--- config.mk ---
export PLATFORM = sky130hd
export DESIGN_NAME = pipeline_stall_control
export DESIGN_NICKNAME = d
export VERILOG_FILES = /design/src/rtl/pipeline_stall_control.sv
export SDC_FILE = /design/constraint.sdc
export NUM_CORES = 1
export LEC_CHECK = 0
export CAP_MARGIN = 40
export CORE_MARGIN = 3
export CORE_UTILIZATION = 35
export CTS_CLUSTER_DIAMETER = 50
export DETAILED_ROUTE_END_ITERATION = 12
export GPL_ROUTABILITY_DRIVEN = 0
export PLACE_DENSITY = 0.7
export SLEW_MARGIN = 20
export SYNTH_ARGS = -nofsm -noshare
export SYNTH_HDL_FRONTEND = slang
export SYNTH_SLANG_ARGS = --single-unit
--- constraint.sdc ---
create_clock -name clock -period 5.22 [get_ports clock]
set_input_delay 1.566 -clock clock [delete_from_list [all_inputs] [get_ports clock]]
set_output_delay 1.566 -clock clock [all_outputs]
set_load 0.005 [all_outputs]
--- src/rtl/pipeline_stall_control.sv ---
// rtl/pipeline_stall_control.sv - prioritised stall vector and multi-cycle EX countdown for the 5-stage pipeline
// Optional stall-cycle performance counter: define STALL_CONTROL_PERF_COUNTER_EN.
module pipeline_stall_control #(
  parameter int CYCLE_WIDTH = 6
) (
  input  logic                   clock,
  input  logic                   reset,
  input  logic                   flush,
  input  logic                   id_stall_request,
  input  logic                   ex_stall_request,
  input  logic                   ex_multicycle_start,
  input  logic [CYCLE_WIDTH-1:0] ex_multicycle_cycles,
  input  logic                   mem_stall_request,
`ifdef STALL_CONTROL_PERF_COUNTER_EN
  output logic [31:0]            stall_cycle_count,
`endif
  output logic [5:0]             stall,
  output logic                   ex_multicycle_busy,
  output logic                   ex_multicycle_done
);

  localparam logic [5:0] STALL_NONE = 6'b000000;
  localparam logic [5:0] STALL_ID   = 6'b000111;
  localparam logic [5:0] STALL_EX   = 6'b001111;
  localparam logic [5:0] STALL_MEM  = 6'b011111;

  typedef enum logic [1:0] {
    IDLE = 2'd0,
    BUSY = 2'd1,
    DONE = 2'd2
  } state_t;

  state_t                 state, state_next;
  logic [CYCLE_WIDTH-1:0] count, count_next;
  logic                   long_start;
  logic                   ex_hold;

  // Lengths 0 and 1 complete in the start cycle and never touch the FSM.
  assign long_start = (state == IDLE) && ex_multicycle_start &&
                      (ex_multicycle_cycles >= CYCLE_WIDTH'(2));

  always_ff @(posedge clock or posedge reset) begin
    if (reset) begin
      state <= IDLE;
      count <= '0;
    end else begin
      state <= state_next;
      count <= count_next;
    end
  end

  always_comb begin
    state_next = state;
    count_next = count;
    if (flush) begin
      state_next = IDLE;
      count_next = '0;
    end else begin
      case (state)
        IDLE: begin
          if (long_start) begin
            state_next = BUSY;
            count_next = ex_multicycle_cycles - CYCLE_WIDTH'(1);
          end
        end
        BUSY: begin
          if (count == CYCLE_WIDTH'(1)) begin
            state_next = DONE;
            count_next = '0;
          end else begin
            count_next = count - CYCLE_WIDTH'(1);
          end
        end
        DONE: begin
          if (!mem_stall_request) state_next = IDLE;
        end
        default: begin
          state_next = IDLE;
          count_next = '0;
        end
      endcase
    end
  end

  assign ex_hold = ex_stall_request || long_start || (state == BUSY);

  // Reset masks the outputs combinationally so they drop without waiting for an edge.
  always_comb begin
    stall = STALL_NONE;
    if (reset || flush)          stall = STALL_NONE;
    else if (mem_stall_request)  stall = STALL_MEM;
    else if (ex_hold)            stall = STALL_EX;
    else if (id_stall_request)   stall = STALL_ID;
  end

  assign ex_multicycle_busy = !reset && (state == BUSY);
  assign ex_multicycle_done = !reset && (state == DONE);

`ifdef STALL_CONTROL_PERF_COUNTER_EN
  always_ff @(posedge clock or posedge reset) begin
    if (reset) begin
      stall_cycle_count <= '0;
    end else if (stall[0] && !flush && (stall_cycle_count != 32'hFFFF_FFFF)) begin
      stall_cycle_count <= stall_cycle_count + 32'd1;
    end
  end
`endif

endmodule
Yosys cells after proc, flatten, opt, wreduce, memory -nomap -nowiden:

Cells that the tools add are included.

* add/sub/neg operators: 2
* multipliers: 0
* div/mod/pow operators: 0
* magnitude comparators: 1
* equal/unequal tests: 7
* shifts and indexed selects: 0
* muxes and demuxes: 13
* bitwise logic cells: 0
* reductions and logical operators: 11

Operators with widths (number)
* two-way mux 6 bit: 3
* one-hot mux 6 bit (3 select lines): 1
* subtractor 6 x 1 -> 6 bit (second input constant): 2
* two-way mux 5 bit: 2
* != test 3 bit (second input constant): 3
* two-way mux 2 bit: 4
* equality test 6 x 1 -> 1 bit (second input constant): 1
* greater-or-equal comparator 6 x 2 -> 1 bit (second input constant): 1
* one-hot mux 2 bit (3 select lines): 1
* logical AND 1 bit: 4
* two-way mux 4 bit: 1
* logical OR 1 bit: 3
* two-way mux 3 bit: 1
* AND reduction 3 bit: 1
* equality test 2 x 1 -> 1 bit (second input constant): 1
* equality test 2 bit (second input constant): 1
* zero test 2 bit: 1
* != test 2 bit (second input constant): 1
* AND reduction 2 bit: 1
* zero test 1 bit: 1

* register bits: 8
* latch bits: 0
* memory bits (writable): 0
* memory bits (read-only): 0
* bits of input ports: 13
* output and inout bits: 8
* word-level logic and storage cells: 36
* memories kept: 0

Depth between registers and ports, before layout:

* depth after elaboration: 8
* gate-level depth with buffers: 6
* gate-level depth less buffers: 6

Worst setup path after synthesis:

OpenSTA, ideal clock, no wires.

* kind: input -> output
* start point: input port ex_multicycle_cycles[2]
* end point: output port stall[1]
* arrival: 2.841 ns
* data required time: 3.654 ns
* slack: 0.813 ns
* stages on the path: 5
* cell sequence: or4_4 -> o31a_2 -> o21ai_1 -> a211oi_1 -> buf_4

* word-level cells in the longest chain between the ends: 7

Ends and longest elaborated chain
* from (decl): line 12 `input logic [CYCLE_WIDTH-1:0] ex_multicycle_cycles,`
* greater-or-equal comparator 6 x 2 -> 1 bit: line 40 `(ex_multicycle_cycles >= CYCLE_WIDTH'(2));`
* logical AND 1 bit: line 39 `assign long_start = (state == IDLE) && ex_multicycle_start &&`
* logical OR 1 bit (2 in series): line 85 `assign ex_hold = ex_stall_request || long_start || (state == BUSY);`
* two-way mux 4 bit: line 92 `else if (ex_hold) stall = STALL_EX;`
* two-way mux 5 bit: line 91 `else if (mem_stall_request) stall = STALL_MEM;`
* two-way mux 5 bit: line 90 `if (reset || flush) stall = STALL_NONE;`
* to (decl): line 17 `output logic [5:0] stall,`

Every way passes these cells.

Worst setup path after layout:

Same ends and word-level chain as after synthesis.

==> out/qor.yml <==
clock_tree:
  cts_tree: "built"
  cts-root-buf: "clkbuf_4"
  cts_buffer_depth: 2
  clk_pin_slew_ns: 0.05
  clk_latency_ns: 0.26
  cts_sinks: 8
  numCtsBuffers: 3
  htreeDepth: 1
worst_setup_path:
  path_max_fanout: 3
  r2r_slack_ns: 3.24
  cp_cell_sequence: "clkdlybuf4s50_1 > or4_4 > o31a_2 > o21ai_2 > a211oi_2 > clkdlybuf4s50_1"
  required_ns: 3.65
  cpMaxStageDelayCell: "or4_4"
  critPathKind: "primary input to output port"
  critPathMostFrequentCell: "clkdlybuf4s50_1"
  arrival_ns: 3.56
  critPathTopFamily: "buffers and inverters"
  start_kind: "primary input"
  endpoint_kind: "output port"
  slowest_delay_ns: 0.54
  worst-path-buf-inv: 2
final_layout:
  drive_gt1_share_pct: 16.3
  finalInstanceArea_um2: 981
  final_nets: 123
  diodes: 0
  syn_to_final_growth_pct: 35.4
  layout_common_cells: "clkdlybuf4s50_1, inv_1, dfrtp_1, nor3_1"
  final_common_cell: "clkdlybuf4s50_1"
  post-route-util_pct: 53.3
power_and_ir_drop:
  power.total_w: 0.000201
  ir_worst_vdd_mv: 0.124
  power.density_nw_per_um2: 205
  leakage_nw: 0.388
synth:
  synth_xor_xnor_area_share_pct: 3.63
  synthMuxAreaShare_pct: 1.38
  ys_types: 38
  netlist_area_um2: 724
  seq_area_frac_synth_pct: 27.6
  synthCells: 82
  yosys_register_bits: 8
  synth_warnings: 0
  synth_simple_gate_area_share_pct: 19.0
  synth_adder_area_share_pct: 6.91
  avgSynthCellArea_um2: 8.83
  async_flop_share_pct: 100
  synth_compound_area_share_pct: 32.6
  synth_top_family_by_area: "compound AO/OA/AOI/OAI gates"
  synth-edff-count: 0
  synth_nets: 99
  synth_ff_type: "dfrtp_1"
global_routing:
  grt_pass1_wl_um: 3040
  grtUsageTotal_pct: 15.1
  grt_pass1_vias: 665
  grt_max_degree: 14
  grt_antenna_before_repair: 0
  grt_overflow: 0
placed_design:
  io_buffer_count: 19
  dp.final_hpwl_um: 1460
  dpl_cell_area_um2: 950
  place_ws_ns: 0.0706
sta:
  drv_slew: 0
  min_period_over_period_pct: 98.1
  period_minus_slack_ns: 5.12
  fmax_mhz: 195
  finalHoldViolCount: 0
  timing.final.setup_violations: 0
  clock_skew_ns: 0.00814
  grt_setup_unrepaired: "no"
  fin_setup_tns_ns: 0
  fin_ws_ns: 0.0977
floorplan:
  die_area_um2: 2650
  fp.dieH_um: 51.5
  core_um2: 1840
  die_w_um: 51.5
  io_pins: 21
  rows: 15
  initial_core_util_pct: 39.4
detailed_routing:
  wl_per_cell_um: 14.3
  totalWireLength_um: 1840
  drtIter0Drc: 13
  ant_nets: 0
  drtPass1Iterations: 4
  num_vias: 745
  viasPerCell: 5.78
  drc: 0
run_status:
  status: "finished, final reports clean"
min_path:
  hp-class: "flop to flop"
job:
  cap_violations: 0
==> kinds of logic after synthesis <==
family | after synthesis
compound gates | 29
fa+ha+maj | 4
other cells | 1
buf+inv | 13
xor+xnor | 3
simple gates | 23
flops | 8
mux | 1
==> where the power goes <==
group	switching [W]	total, W	internal [W]
Combinational	0.0000338	0.0000738	0.0000400
Sequential	0.0000119	0.0000809	0.0000690
Clock	0.0000205	0.0000467	0.0000263
Total	0.0000662	0.000201	0.000135
==> cells in the mapped netlist, types with 2 or more instances <==
cell type | n | area (um2)
a211oi_1 | 2 | 15.0
a32o_1 | 2 | 20.0
dfrtp_1 | 8 | 200
inv_1 | 9 | 33.8
o21ai_0 | 4 | 20.0
nor2_1 | 3 | 11.3
nor3_1 | 6 | 30.0
buf_4 | 3 | 22.5
o31ai_1 | 3 | 22.5
xnor2_1 | 2 | 17.5
nor3b_1 | 2 | 15.0
a21oi_1 | 3 | 15.0
o2bb2ai_1 | 2 | 17.5
a2bb2oi_1 | 2 | 17.5
or3b_2 | 2 | 17.5
or3_1 | 2 | 12.5
nand3_1 | 3 | 15.0
ha_1 | 4 | 50.1
==> state kept, by name (all words and copies together), names as in the netlist <==
name and cells:
count 6, state 2
==> layer usage <==
layer	global-route usage (%)	vias to the layer above	wire [um]
li1	-	357	-
met1	20.1	360	820
met2	23.7	26	855
met3	6.02	2	156
met4	1.31	0	6
met5	0	-	0
==> layout make-up <==
| type | count | area, um2 |
|---|---|---|
| timing repair buffer | 23 | 220 |
| multi-input combinational | 61 | 473 |
| sequential | 8 | 200 |
| clock buffer | 3 | 22.5 |
| fill | 181 | 858 |
| inverter | 9 | 33.8 |
| tap | 25 | 31.3 |
==> per-stage QoR <==
step / hold WS (ns) / instances
6_report: 0.567 / 129
5_1_grt: 0.593 / 129
4_1_cts: 0.567 / 129
3_5_place_dp: 0.556 / 126
3_3_place_gp: 0.550 / 126
2_1_floorplan: 0.509 / 82
==> final timing paths <==
kind / from / end / cells past startpoint
min in group asynchronous: reset / count[2] / 2
worst max register to register: count[1] / count[3] / 6
max in group asynchronous: reset / count[4] / 2
worst min register to register: count[5] / count[5] / 1
worst max-delay path: ex_multicycle_cycles[2] / stall[1] / 6
worst min-delay path: count[5] / count[5] / 1
==> what timing repair did <==
action	4_1_cts	5_1_grt
gates resized for setup	0	2
buffers inserted	0	0
endpoints found under the setup margin	0	3
hold buffers	0	0
Note: power is estimated with default switching activity, not from simulation.
